## src/rtl/scfifo_s_rd_ctrl.sv

```systemverilog
// ---------------------------------------------------------------------------
// scfifo_s_rd_ctrl
//
// Read-side controller for the single-clock FIFO. It reads from a RAM with
// one cycle of read latency and presents the head word in show-ahead mode
// from a two-entry output buffer (head + skid).
//
// Ports:
//   clk          single clock
//   aclr         asynchronous active-high reset (shared with the writer)
//   wr_ptr       writer's registered pointer, MSB is the wrap bit
//   rd_ptr       registered read pointer, MSB is the wrap bit, to the writer
//   ram_raddr    RAM read address (low bits of rd_ptr)
//   ram_rden     RAM read enable; one strobe issues one word
//   ram_rdata    RAM read data, valid the cycle after ram_rden
//   rd_req       consumer pop request
//   q            head-of-FIFO data (show-ahead)
//   q_valid      q holds a valid word
//   empty        inverse of q_valid
//   almost_empty registered, usedw below ALMOST_EMPTY_VALUE
//   usedw        registered count of words in RAM, in flight and buffered
//   underflow    registered one-cycle pulse for rd_req while nothing is valid
// ---------------------------------------------------------------------------
module scfifo_s_rd_ctrl #(
  parameter int WIDTH              = 8,
  parameter int ADDR_WIDTH         = 5,
  parameter int ALMOST_EMPTY_VALUE = 4
) (
  input  logic                  clk,
  input  logic                  aclr,
  input  logic [ADDR_WIDTH:0]   wr_ptr,
  output logic [ADDR_WIDTH:0]   rd_ptr,
  output logic [ADDR_WIDTH-1:0] ram_raddr,
  output logic                  ram_rden,
  input  logic [WIDTH-1:0]      ram_rdata,
  input  logic                  rd_req,
  output logic [WIDTH-1:0]      q,
  output logic                  q_valid,
  output logic                  empty,
  output logic                  almost_empty,
  output logic [ADDR_WIDTH+1:0] usedw,
  output logic                  underflow
);

  localparam logic [ADDR_WIDTH+1:0] AE_THRESH = (ADDR_WIDTH+2)'(ALMOST_EMPTY_VALUE);
  localparam logic                  AE_RESET  = (ALMOST_EMPTY_VALUE > 0);

  logic [ADDR_WIDTH:0]   rdPtr_q, rdPtr_d;
  logic                  inflight_q, inflight_d;
  logic [1:0]            outCnt_q, outCnt_d;
  logic [WIDTH-1:0]      head_q, head_d;
  logic [WIDTH-1:0]      skid_q, skid_d;
  logic [ADDR_WIDTH+1:0] usedw_q, usedw_d;
  logic                  almostEmpty_q, almostEmpty_d;
  logic                  underflow_q, underflow_d;

  logic [ADDR_WIDTH:0]   ramWords;
  logic [ADDR_WIDTH:0]   ramWordsNext;
  logic                  qValid;
  logic                  pop;
  logic [2:0]            occupancy;
  logic                  issue;
  logic [1:0]            cntAfterPop;

  // Issue decision. The modular pointer difference gives the number of
  // readable words in RAM, including across the wrap. A read is issued only
  // if the word it returns is guaranteed a free buffer slot once this
  // cycle's pop is accounted for, which is what lets the buffer sustain one
  // pop per cycle without ever overflowing. Issue is gated while aclr is
  // asserted so no read leaks out during reset.
  always_comb begin
    ramWords  = wr_ptr - rdPtr_q;
    qValid    = (outCnt_q != 2'd0);
    pop       = rd_req & qValid;
    occupancy = {1'b0, outCnt_q} + {2'b0, inflight_q} - {2'b0, pop};
    issue     = !aclr && (ramWords != '0) && (occupancy <= 3'd1);
  end

  // Next-state for pointer, output buffer and status. The pop is applied
  // first (skid moves to head when both entries were full), then the
  // returning RAM word lands in the first entry that is still free. usedw
  // and almost_empty are computed from the next-state values so the
  // registered copies describe the FIFO as it stands after the edge.
  always_comb begin
    rdPtr_d      = rdPtr_q + {{ADDR_WIDTH{1'b0}}, issue};
    inflight_d   = issue;
    head_d       = head_q;
    skid_d       = skid_q;
    cntAfterPop  = outCnt_q - {1'b0, pop};

    if (pop && (outCnt_q == 2'd2)) begin
      head_d = skid_q;
    end

    if (inflight_q) begin
      if (cntAfterPop == 2'd0) begin
        head_d = ram_rdata;
      end else begin
        skid_d = ram_rdata;
      end
    end

    outCnt_d      = cntAfterPop + {1'b0, inflight_q};
    ramWordsNext  = wr_ptr - rdPtr_d;
    usedw_d       = {1'b0, ramWordsNext}
                  + {{(ADDR_WIDTH+1){1'b0}}, inflight_d}
                  + {{ADDR_WIDTH{1'b0}}, outCnt_d};
    almostEmpty_d = (usedw_d < AE_THRESH);
    underflow_d   = rd_req & ~qValid;
  end

  // State registers. aclr discards everything in flight and buffered at
  // once; the writer is cleared by the same reset so the pointers agree.
  always_ff @(posedge clk or posedge aclr) begin
    if (aclr) begin
      rdPtr_q       <= '0;
      inflight_q    <= 1'b0;
      outCnt_q      <= 2'd0;
      head_q        <= '0;
      skid_q        <= '0;
      usedw_q       <= '0;
      almostEmpty_q <= AE_RESET;
      underflow_q   <= 1'b0;
    end else begin
      rdPtr_q       <= rdPtr_d;
      inflight_q    <= inflight_d;
      outCnt_q      <= outCnt_d;
      head_q        <= head_d;
      skid_q        <= skid_d;
      usedw_q       <= usedw_d;
      almostEmpty_q <= almostEmpty_d;
      underflow_q   <= underflow_d;
    end
  end

  // Buffered plus in-flight words can never exceed the two buffer entries.
  assert property (@(posedge clk) disable iff (aclr)
                   (({1'b0, outCnt_q} + {2'b0, inflight_q}) <= 3'd2));

  assign rd_ptr       = rdPtr_q;
  assign ram_raddr    = rdPtr_q[ADDR_WIDTH-1:0];
  assign ram_rden     = issue;
  assign q            = head_q;
  assign q_valid      = qValid;
  assign empty        = ~qValid;
  assign almost_empty = almostEmpty_q;
  assign usedw        = usedw_q;
  assign underflow    = underflow_q;

endmodule

```

## config.mk

```make
export PLATFORM = sky130hd
export DESIGN_NAME = scfifo_s_rd_ctrl
export DESIGN_NICKNAME = d
export VERILOG_FILES = /design/src/rtl/scfifo_s_rd_ctrl.sv
export SDC_FILE = /design/constraint.sdc
export NUM_CORES = 1
export LEC_CHECK = 0
export CAP_MARGIN = 40
export CORE_MARGIN = 2
export CORE_UTILIZATION = 50
export CTS_BUF_LIST = sky130_fd_sc_hd__clkbuf_4
export DETAILED_ROUTE_END_ITERATION = 16
export GPL_TIMING_DRIVEN = 0
export MAX_ROUTING_LAYER = met4
export PLACE_DENSITY_LB_ADDON = 0.05
export SKIP_CTS_REPAIR_TIMING = 1
export SYNTH_ARGS = -nofsm -noshare
export SYNTH_HDL_FRONTEND = slang
export SYNTH_SLANG_ARGS = --single-unit
```

## constraint.sdc

```tcl
create_clock -name clk -period 8.82 [get_ports clk]
set_clock_uncertainty 0.15 [all_clocks]
set_input_delay 1.323 -clock clk [delete_from_list [all_inputs] [get_ports clk]]
set_output_delay 1.323 -clock clk [all_outputs]
set_load 0.01 [all_outputs]
```

==> results of run 1 <==
cell usage after synthesis (all sizes together), types with 2 or more instances:
master / instances
a31oi: 9
inv: 24
nor2b: 3
a21oi: 4
dfrtp: 33
nor2: 12
or3: 2
xnor2: 10
and3: 2
o21ai: 5
mux2: 8
fa: 3
o21a: 5
and2: 2
ha: 15
nand2: 21
nor3: 5
nand3: 3
xor2: 5
buf: 6
metal layers:
metal | up-vias | track usage | part of all wire
met5 | - | - | 0
li1 | 747 | - | -
met1 | 750 | 0.233 | 0.42
met2 | 37 | 0.373 | 0.53
met3 | 7 | 0.0483 | 0.037
met4 | 0 | 0.0816 | 0.014
stage by stage:
step | power, mW | cells | area, sq um | worst slack, ps | hold slack (ps)
after detailed placement | 1.19 | 289 | 2570 | 2480 | 348
after CTS | 1.28 | 297 | 2630 | 2790 | 371
after floorplan | 0.907 | 191 | 2010 | 3390 | 329
after global routing | 1.38 | 297 | 2630 | 2500 | 385
after global placement | 1.15 | 288 | 2540 | 2640 | 336
final | 1.27 | 297 | 2630 | 2770 | 366
how the worst max path moves through the flow:
stage | start | endpoint | slack [ps]
finish | rd_req | almost_empty$_DFF_PP1_ | 2770
global route | rd_req | almost_empty$_DFF_PP1_ | 2500
CTS | rd_req | almost_empty$_DFF_PP1_ | 2790
detailed placement | rd_req | almost_empty$_DFF_PP1_ | 2480
global placement | aclr | usedw[5]$_DFF_PP0_ | 2640
floorplan | rd_req | usedw[5]$_DFF_PP0_ | 3390
logic make-up (layout without fill, tap and decap cells):
logic type,Yosys count,count (layout)
AO/OA/AOI/OAI,28,28
XOR/XNOR,16,16
adder cells (fa/ha/maj),19,19
buffers and inverters,32,88
flip-flops,34,34
multiplexers,8,8
AND/OR/NAND/NOR,54,54
critical path, stage by stage:
cell and delay, ps:
clkdlybuf4s50_1 520, nand3b_1 130, o21ai_0 200, ha_1 230, inv_1 50, fa_1 380
xnor2_1 160, and3_1 250, inv_1 80, o41ai_1 410, or3_1 220, ha_1 240
ha_1 310, xnor2_1 150, ha_1 300, inv_1 60, fa_1 430, nor3_1 350
a21oi_1 120, nor4_1 210
flip-flops by register name, summed over array words and instances (netlist names):
name / cells
underflow: 1
almost_empty: 1
skid_q: 8
outCnt_q: 2
usedw: 7
inflight_q: 1
rd_ptr: 6
q: 8
cell type report:
type | instances | share of cell area
clock inverter | 2 | 0.00334
inverter | 25 | 0.0357
clock buffer | 6 | 0.0172
multi-input combinational | 125 | 0.388
timing repair buffer | 48 | 0.190
tap | 50 | 0.0238
sequential | 34 | 0.325
buffer | 7 | 0.0176
power groups by stage:
| stage | logic [mW] | clock network [mW] | registers [mW] |
|---|---|---|---|
| 6_report | 0.887 | 0.0850 | 0.296 |
| 5_1_grt | 0.983 | 0.0936 | 0.304 |
| 4_1_cts | 0.896 | 0.0886 | 0.295 |
| 3_5_place_dp | 0.888 | 0 | 0.298 |
| 3_3_place_gp | 0.857 | 0 | 0.294 |
| 2_1_floorplan | 0.594 | 0 | 0.313 |
==> key figures, run 1 <==
Die
  • Chip width: 67.4 um
  • Starting Density: 0.510
  • Core box area: 3940 sq um
  • I/O pin cnt: 48
  • Die Height: 67.4 um
  • Die Area: 4540 sq um
  • Rows: 23

Power
  • Net Sw Frac: 0.427
  • Switching power total: 0.541 mW
  • Clock network fraction of total power: 0.067
  • Worst vdd ir: 0.269 mV
  • Internal power: 0.726 mW
  • Power Dens Cells: 483 nW/um^2
  • Reg power frac: 0.233
  • Combinational cell fraction of total power: 0.700
  • Leakage: 1.23 nW

Yosys
  • Synthesized area: 2010 sq um
  • Largest family of logic cells by synthesized area: simple AND/OR/NAND/NOR gates
  • Synth Net Count: 226
  • Largest cells by area after synthesis: dfrtp_1 41%, ha_1 9.3%, mux2_2 4.5%
  • Adder-Cell Fraction of Synth Area: 0.129
  • Synth Area in XOR/XNOR: 0.0877
  • Yosys Warn Count: 0
  • Syn_area_per_cell: 10.5 sq um
  • Ys async rst share: 1.00
  • Post-synthesis cell type count: 44
  • Synth top area share: 0.411
  • Simple-gate share of the synthesized area: 0.143
  • Register area share after synthesis: 0.424
  • Post-synth top area cell: dfrtp_1
  • Compound-gate portion of the synthesized area: 0.103
  • Predominant post-synthesis flop cell: dfrtp_1
  • Post-synth EDFFs: 0
  • Syn Inst Count: 191
  • Seq cells post-synth: 34
  • Mux contribution to synthesized area: 0.0448

Detailed routing
  • Routed WL: 4260 um
  • Vias per std cell: 5.19
  • WL/cell: 14.4 um
  • Drt pass-1 iters: 4
  • Initial DRC Count: 98
  • Total number of vias: 1541
  • DRC Markers: 0
  • Routed Antenna Nets: 0

Timing
  • Final Cycle Share: 0.686
  • Worst rel slew slack: 0.582
  • Actual slew at the worst max-slew pin: 627 ps
  • Unrepaired setup endpoints after global routing: no
  • Endpoints failing hold: 0
  • Final Critical Period: 6050 ps
  • Fmax: 165 MHz
  • Max Slew Vio Count: 0
  • Setup violators final: 0
  • Setup tns final: 0 ps

Critical path
  • Kind of critical path: input pin to flip-flop
  • Setup crit end kind: flip-flop
  • CP Launch Type: input pin
  • FF-to-FF path depth: 19
  • WP data required: 8910 ps
  • R2r startpoint: outCnt_q[1]$_DFF_PP0_
  • Flop-to-flop setup slack: 3800 ps
  • Critical Path Fanout Max: 4
  • Critical path arrival: 6140 ps
  • FF-to-FF End: almost_empty$_DFF_PP1_

GRT
  • First-pass GRT wire length: 6890 um
  • Vias in the first global route: 1595
  • Largest net degree at the start of global routing: 24
  • Gr ovfl total: 0
  • Initial antenna violation count: 0
  • Total track usage: 0.212

Worst hold path
  • Hold wc startpoint: skid_q[3]$_DFFE_PP0P_
  • Worst Hold Path EP: skid_q[3]$_DFFE_PP0P_
  • Worst Hold Path Cells: 1
  • Worst min path class: flip-flop to flip-flop

Finish
  • Most common cell after layout, fill and taps aside: clkdlybuf4s50_1
  • Filler cell count: 295
  • Commonest cells after routing, fill and taps aside: 47 x clkdlybuf4s50_1, 33 x dfrtp_1, 21 x inv_1, 21 x nand2_1, 15 x ha_1
  • # diodes: 0
  • NumNets Final: 281
  • Area delta synth->final: 30.6%
  • Finished Core Util: 0.666
  • Register Area: 852 sq um
  • Share of post-route cells with drive strength above 1: 0.158
  • Footprint of the multi-input gates: 1020 sq um

CTS
  • Clock buffer depth: 2
  • H-Tree Depth: 2
  • Cts bufs inserted: 5
  • Clock Latency Late Sink: 340 ps
  • CTS tree: done
  • CTS Root Cell: clkbuf_4
  • Clock-pin slew on the worst setup and hold paths: 100 ps
  • Clock sinks: 34

Status
  • Status: finished clean

Place
  • IO Port Bufs: 47
  • GP Congestion: 0.889
  • Post-DP HPWL: 3270 um

Flow run
  • Max-Cap Viols: 0
Note: power is estimated with default switching activity, not from simulation.
==> run 2: changes to the inputs <==
--- a/config.mk
+++ b/config.mk
@@ -7,7 +7,7 @@
 export LEC_CHECK = 0
 export CAP_MARGIN = 40
 export CORE_MARGIN = 2
-export CORE_UTILIZATION = 50
+export CORE_UTILIZATION = 46
 export CTS_BUF_LIST = sky130_fd_sc_hd__clkbuf_4
 export DETAILED_ROUTE_END_ITERATION = 16
 export GPL_TIMING_DRIVEN = 0
==> constraint.sdc (replaced) <==
create_clock -name clk -period 5.3 [get_ports clk]
set_clock_uncertainty 0.15 [all_clocks]
set_input_delay 0.795 -clock clk [delete_from_list [all_inputs] [get_ports clk]]
set_output_delay 0.795 -clock clk [all_outputs]
set_load 0.01 [all_outputs]
==> run 2 against run 1 <==
Wire length down 3.8%. Critical path depth unchanged. Register-to-register slack worse by 3100 ps. Sequential power up 68%. Total power up 75%. Critical endpoint is now usedw[5]$_DFF_PP0_. Largest power group unchanged.
==> key figures, run 2 (synthesis gave the netlist of run 1 again) <==
Finish
  • Most common cell after layout, fill and taps aside: clkdlybuf4s50_1
  • Commonest cells after routing, fill and taps aside: 47 x clkdlybuf4s50_1, 33 x dfrtp_1, 21 x inv_1, 21 x nand2_1, 13 x ha_1
  • NumNets Final: 281 (unchanged)
  • # diodes: 0 (unchanged)
  • Share of post-route cells with drive strength above 1: 0.190 (+0.0324)
  • Post-Layout Inst Area: 2710 sq um (+3.1%)
  • Area delta synth->final: 34.6%

Power
  • Worst vdd ir: 0.394 mV (+46%)
  • Total power: 2.22 mW (+75%)
  • Leakage: 1.24 nW (+1.3%)
  • Power Dens Cells: 820 nW/um^2 (+70%)

Place
  • Post-DP HPWL: 3060 um (-6.3%)
  • Placed Instance Area: 2570 sq um (about the same)
  • IO Port Bufs: 47 (unchanged)
  • GP Congestion: 0.851 (-4.3%)

Die
  • Die Area: 4920 sq um (+8.2%)
  • Core box area: 4290 sq um (+8.9%)
  • Chip width: 70.1 um (+4.0%)
  • Rows: 24 (+4.3%)
  • Starting Density: 0.468 (-0.0418)
  • Die Height: 70.1 um (+4.0%)
  • I/O pin cnt: 48 (unchanged)

CTS
  • Clock sinks: 34 (unchanged)
  • Clock buffer depth: 2 (unchanged)
  • CTS tree: done
  • CTS Root Cell: clkbuf_4
  • H-Tree Depth: 2 (unchanged)
  • Clock Latency Late Sink: 340 ps (about the same)
  • Clock-pin slew on the worst setup and hold paths: 110 ps (about the same)
  • Cts bufs inserted: 5 (unchanged)

Flow run
  • Max-Cap Viols: 0 (unchanged)

Critical path
  • Largest delay share family, worst path: adder cells
  • WP data required: 5420 ps (-3490 ps)
  • Critical path arrival: 5260 ps (-880 ps)
  • Slowest cell on crit path: clkdlybuf4s50_1
  • Kind of critical path: input pin to flip-flop
  • Crit-path most repeated cell: ha_1
  • Critical path's largest stage delay: 530 ps (about the same)
  • CP Buf/Inv Count: 3 (-1)
  • Critical Path Fanout Max: 4 (unchanged)
  • Setup crit end kind: flip-flop
  • CP Launch Type: input pin
  • Critical path cell sequence: clkdlybuf4s50_1 > nand3b_1 > o21ai_2 > ha_1 > inv_1 > fa_1 > xnor2_1 > and3_1 > inv_1 > o41ai_2 > or3_4 > ha_4 > ha_4 > xnor2_1 > ha_1 > ha_1 > a21oi_1 > or3_4 > nor4b_4 > xor2_1

Timing
  • Fmax: 195 MHz
  • Setup violators final: 0 (unchanged)
  • Final Cycle Share: 0.970
  • Endpoints failing hold: 0 (unchanged)
  • Actual slew at the worst max-slew pin: 615 ps (-11.6 ps)
  • Final Critical Period: 5140 ps
  • Setup tns final: 0 ps (unchanged)
  • Max Slew Vio Count: 0 (unchanged)
  • Worst rel slew slack: 0.589 (+0.00775)

GRT
  • Gr ovfl total: 0 (unchanged)
  • First-pass GRT wire length: 6980 um (+1.2%)
  • Largest net degree at the start of global routing: 23 (-4.2%)
  • Total track usage: 0.185 (-0.0270)
  • Vias in the first global route: 1554 (-2.6%)
  • Initial antenna violation count: 0 (unchanged)

Detailed routing
  • Routed WL: 4100 um (-3.8%)
  • Initial DRC Count: 101 (+3.1%)
  • Total number of vias: 1508 (-2.1%)
  • Drt pass-1 iters: 4 (unchanged)
  • WL/cell: 13.7 um (-4.5%)
  • Vias per std cell: 5.04 (-2.8%)
  • DRC Markers: 0 (unchanged)
  • Routed Antenna Nets: 0 (unchanged)

Worst hold path
  • Worst min path class: flip-flop to flip-flop

Status
  • Status: finished clean
[run 2: final timing paths]
kind	startpoint	endpoint	slack, ps	cells past startpoint
worst min register to register	skid_q[3]$_DFFE_PP0P_	skid_q[3]$_DFFE_PP0P_	370	1
max in group asynchronous	aclr	usedw[0]$_DFF_PP0_	3800	3
worst max register to register	outCnt_q[1]$_DFF_PP0_	usedw[5]$_DFF_PP0_	670	19
worst min-delay path	skid_q[3]$_DFFE_PP0P_	skid_q[3]$_DFFE_PP0P_	370	1
worst max-delay path	rd_req	usedw[5]$_DFF_PP0_	160	20
min in group asynchronous	aclr	usedw[3]$_DFF_PP0_	680	2
[run 2: layer usage]
metal  GRT usage  up-vias  wire (um)
met3      0.0346        5        188
li1            -      735          -
met1       0.227      730       1860
met4      0.0705        0         57
met2       0.305       38       1990
met5           -        -          0
[run 2: layout make-up]
| cell class | count | area (sq um) |
|---|---|---|
| clock inverter | 1 | 30.0 |
| sequential | 34 | 852 |
| multi-input combinational | 125 | 1060 |
| timing repair buffer | 48 | 498 |
| fill | 352 | 1590 |
| clock buffer | 7 | 52.6 |
| inverter | 25 | 97.6 |
| buffer | 7 | 46.3 |
| tap | 52 | 65.1 |
[run 2: worst reg2reg max path, stage by stage, from the launching register on]
cell      delay, ps
dfrtp_1         460
nand3b_1        200
o21ai_2         140
ha_1            180
inv_1            50
fa_1            370
xnor2_1         130
and3_1          230
inv_1            80
o41ai_2         380
or3_4           220
ha_4            170
ha_4            220
xnor2_1         130
ha_1            320
ha_1            280
a21oi_1          80
or3_4           360
nor4b_4         270
xor2_1          160
[run 2: power breakdown]
part | internal (mW) | switching, mW
Clock | 0.110 | 0.0916
Sequential | 0.405 | 0.0909
Combinational | 0.793 | 0.728
[run 2: per-stage QoR]
step                hold slack [ps]  setup WS, ps  utilization  instances
finish                          369           159        0.630        299
global route                    387         -26.0        0.630        299
CTS                             375         -87.5        0.619        299
detailed placement              346          -420        0.599        291
global placement                336          -343        0.593        290
floorplan                       329           397            -        191
==> run 3: changes to the inputs <==
--- a/config.mk
+++ b/config.mk
@@ -8,7 +8,7 @@
 export CAP_MARGIN = 40
 export CORE_MARGIN = 2
 export CORE_UTILIZATION = 46
-export CTS_BUF_LIST = sky130_fd_sc_hd__clkbuf_4
+export CTS_BUF_LIST = sky130_fd_sc_hd__clkbuf_2 sky130_fd_sc_hd__clkbuf_4 sky130_fd_sc_hd__clkbuf_8
 export DETAILED_ROUTE_END_ITERATION = 16
 export GPL_TIMING_DRIVEN = 0
 export MAX_ROUTING_LAYER = met4
==> run 3 against run 2 <==
Cell count is the same. Worst setup slack gained 260 ps. Sequential power is essentially flat. Via count grew 1.6%. Clock power grew 21%. Clock-buffer cell count is the same. Hold slack lost 7.6 ps. Sequential share of layout area shrank 0.39 points. Final area grew 1.2%. Flip-flop and latch count is the same. Core utilization grew 0.79 points. Wire length is essentially flat. Critical endpoint unchanged. Highest routed layer unchanged.
==> key figures, run 3 (synthesis gave the netlist of run 1 again) <==
Critical path
  • CP Buf/Inv Count: 1 (-2)
  • Critical path's largest stage delay: 500 ps (-30 ps)
  • Critical path cell sequence: clkdlybuf4s50_1 > ha_1 > nor2b_1 > o21ai_0 > a21oi_1 > o21a_1 > o211a_1 > or3_4 > ha_4 > ha_4 > xnor2_1 > ha_1 > ha_1 > a21oi_1 > or3_4 > nor4b_4 > xor2_1
  • Flop-to-flop setup slack: 700 ps (+30 ps)
  • R2r startpoint: outCnt_q[1]$_DFF_PP0_
  • Critical path arrival: 4930 ps (-330 ps)
  • Largest delay share family, worst path: adder cells
  • CP Launch Type: input pin
  • Critical Path Fanout Max: 4 (unchanged)
  • WP data required: 5360 ps (-60 ps)
  • Setup crit end kind: flip-flop
  • Kind of critical path: input pin to flip-flop
  • FF-to-FF End: usedw[5]$_DFF_PP0_
  • FF-to-FF path depth: 19 (unchanged)
  • Slowest cell on crit path: clkdlybuf4s50_1
  • Crit-path most repeated cell: ha_1

Timing
  • Actual slew at the worst max-slew pin: 616 ps (+1.26 ps)
  • Final Critical Period: 4880 ps (-264 ps)
  • Max Slew Vio Count: 0 (unchanged)
  • Fmax: 205 MHz (+5.4%)
  • Worst rel slew slack: 0.589 (-0.000843)
  • Final Cycle Share: 0.920 (-0.0498)
  • Unrepaired setup endpoints after global routing: no
  • Setup violators final: 0 (unchanged)
  • Endpoints failing hold: 0 (unchanged)

Finish
  • NumNets Final: 281 (unchanged)
  • Filler cell count: 343 (-2.6%)
  • # diodes: 0 (unchanged)
  • Share of post-route cells with drive strength above 1: 0.190 (unchanged)
  • Commonest cells after routing, fill and taps aside: 46 x clkdlybuf4s50_1, 33 x dfrtp_1, 21 x inv_1, 21 x nand2_1, 13 x ha_1
  • Area delta synth->final: 36.3%
  • Most common cell after layout, fill and taps aside: clkdlybuf4s50_1
  • Finished Core Util: 0.638 (+0.00787)

Place
  • IO Port Bufs: 47 (unchanged)
  • GP Congestion: 0.851 (unchanged)
  • Post-DP HPWL: 3060 um (unchanged)

CTS
  • H-Tree Depth: 2 (unchanged)
  • Cts bufs inserted: 5 (unchanged)
  • CTS Root Cell: clkbuf_8
  • Clock sinks: 34 (unchanged)
  • Clock-pin slew on the worst setup and hold paths: 70 ps (-40 ps)
  • Clock buffer depth: 2 (unchanged)
  • Clock Latency Late Sink: 280 ps (-60 ps)
  • CTS tree: done

Detailed routing
  • Total number of vias: 1532 (+1.6%)
  • Routed WL: 4100 um (about the same)
  • Drt pass-1 iters: 4 (unchanged)
  • Initial DRC Count: 90 (-11%)
  • Routed Antenna Nets: 0 (unchanged)
  • DRC Markers: 0 (unchanged)
  • Vias per std cell: 5.12 (+1.6%)
  • WL/cell: 13.7 um (about the same)

Flow run
  • Max-Cap Viols: 0 (unchanged)

GRT
  • Largest net degree at the start of global routing: 23 (unchanged)
  • Gr ovfl total: 0 (unchanged)
  • Vias in the first global route: 1553 (-0.064%)
  • Total track usage: 0.184 (-0.00126)
  • Initial antenna violation count: 0 (unchanged)
  • First-pass GRT wire length: 6960 um (-0.29%)

Worst hold path
  • Hold wc startpoint: skid_q[3]$_DFFE_PP0P_
  • Worst Hold Path EP: skid_q[3]$_DFFE_PP0P_
  • Worst Hold Path Cells: 1 (unchanged)
  • Worst min path class: flip-flop to flip-flop

Die
  • Starting Density: 0.468 (unchanged)
  • Core box area: 4290 sq um (unchanged)
  • Rows: 24 (unchanged)
  • Chip width: 70.1 um (unchanged)
  • I/O pin cnt: 48 (unchanged)
  • Die Height: 70.1 um (unchanged)
  • Die Area: 4920 sq um (unchanged)

Power
  • Total power: 2.27 mW (+2.1%)
  • Power Dens Cells: 827 nW/um^2 (+0.89%)
  • Leakage: 1.27 nW (+1.8%)
  • Worst vdd ir: 0.398 mV (+0.97%)

Status
  • Status: finished clean
==> run 3: cell count changes in the layout (fill, tap and decap cells not counted) <==
cell	previous run	this run
clkbuf_8	0	5
dlymetal6s2s_1	0	1
clkdlybuf4s50_1	47	46
clkbuf_4	7	2
==> run 3: worst max path at each step <==
stage,startpoint,endpoint,slack [ps],cells past startpoint
after CTS,rd_req,usedw[5]$_DFF_PP0_,-160,20
after global routing,wr_ptr[1],usedw[5]$_DFF_PP0_,240,17
after global placement,rd_req,usedw[5]$_DFF_PP0_,-340,20
final,wr_ptr[1],usedw[5]$_DFF_PP0_,420,17
after floorplan,rd_req,usedw[5]$_DFF_PP0_,400,18
after detailed placement,rd_req,usedw[5]$_DFF_PP0_,-420,20
==> run 3: routing by layer <==
metal  routed length (um)  vias up  share of wire  global-route usage
li1                     -      736              -                   -
met1                 1870      751           0.45               0.230
met2                 2030       43           0.49               0.301
met3                  181        2          0.044              0.0476
met4                   25        0         0.0061              0.0449
met5                    0        -              0                   -
==> run 3: layout make-up <==
type | instances | area (sq um) | share of cell area
sequential | 34 | 852 | 0.311
buffer | 7 | 46.3 | 0.0169
tap | 52 | 65.1 | 0.0237
clock inverter | 1 | 30.0 | 0.0110
multi-input combinational | 125 | 1060 | 0.389
clock buffer | 7 | 83.8 | 0.0306
inverter | 25 | 97.6 | 0.0356
timing repair buffer | 48 | 500 | 0.183
==> run 3: report_power, final <==
| group | switching (mW) | leakage (nW) | total (mW) | internal [mW] |
|---|---|---|---|---|
| registers | 0.0900 | 0.403 | 0.496 | 0.406 |
| clock network | 0.0937 | 0.0593 | 0.245 | 0.151 |
| logic | 0.733 | 0.804 | 1.53 | 0.792 |
==> run 3: stage by stage <==
stage / cell area (sq um) / TNS [ps] / worst slack, ps / std cells / hold slack [ps]
5_1_grt: 2740 / 0 / 237 / 299 / 376
3_5_place_dp: 2570 / -1880 / -420 / 291 / 346
3_3_place_gp: 2550 / -1400 / -343 / 290 / 336
4_1_cts: 2690 / -474 / -159 / 299 / 364
2_1_floorplan: 2010 / 0 / 397 / 191 / 329
6_report: 2740 / 0 / 423 / 299 / 361
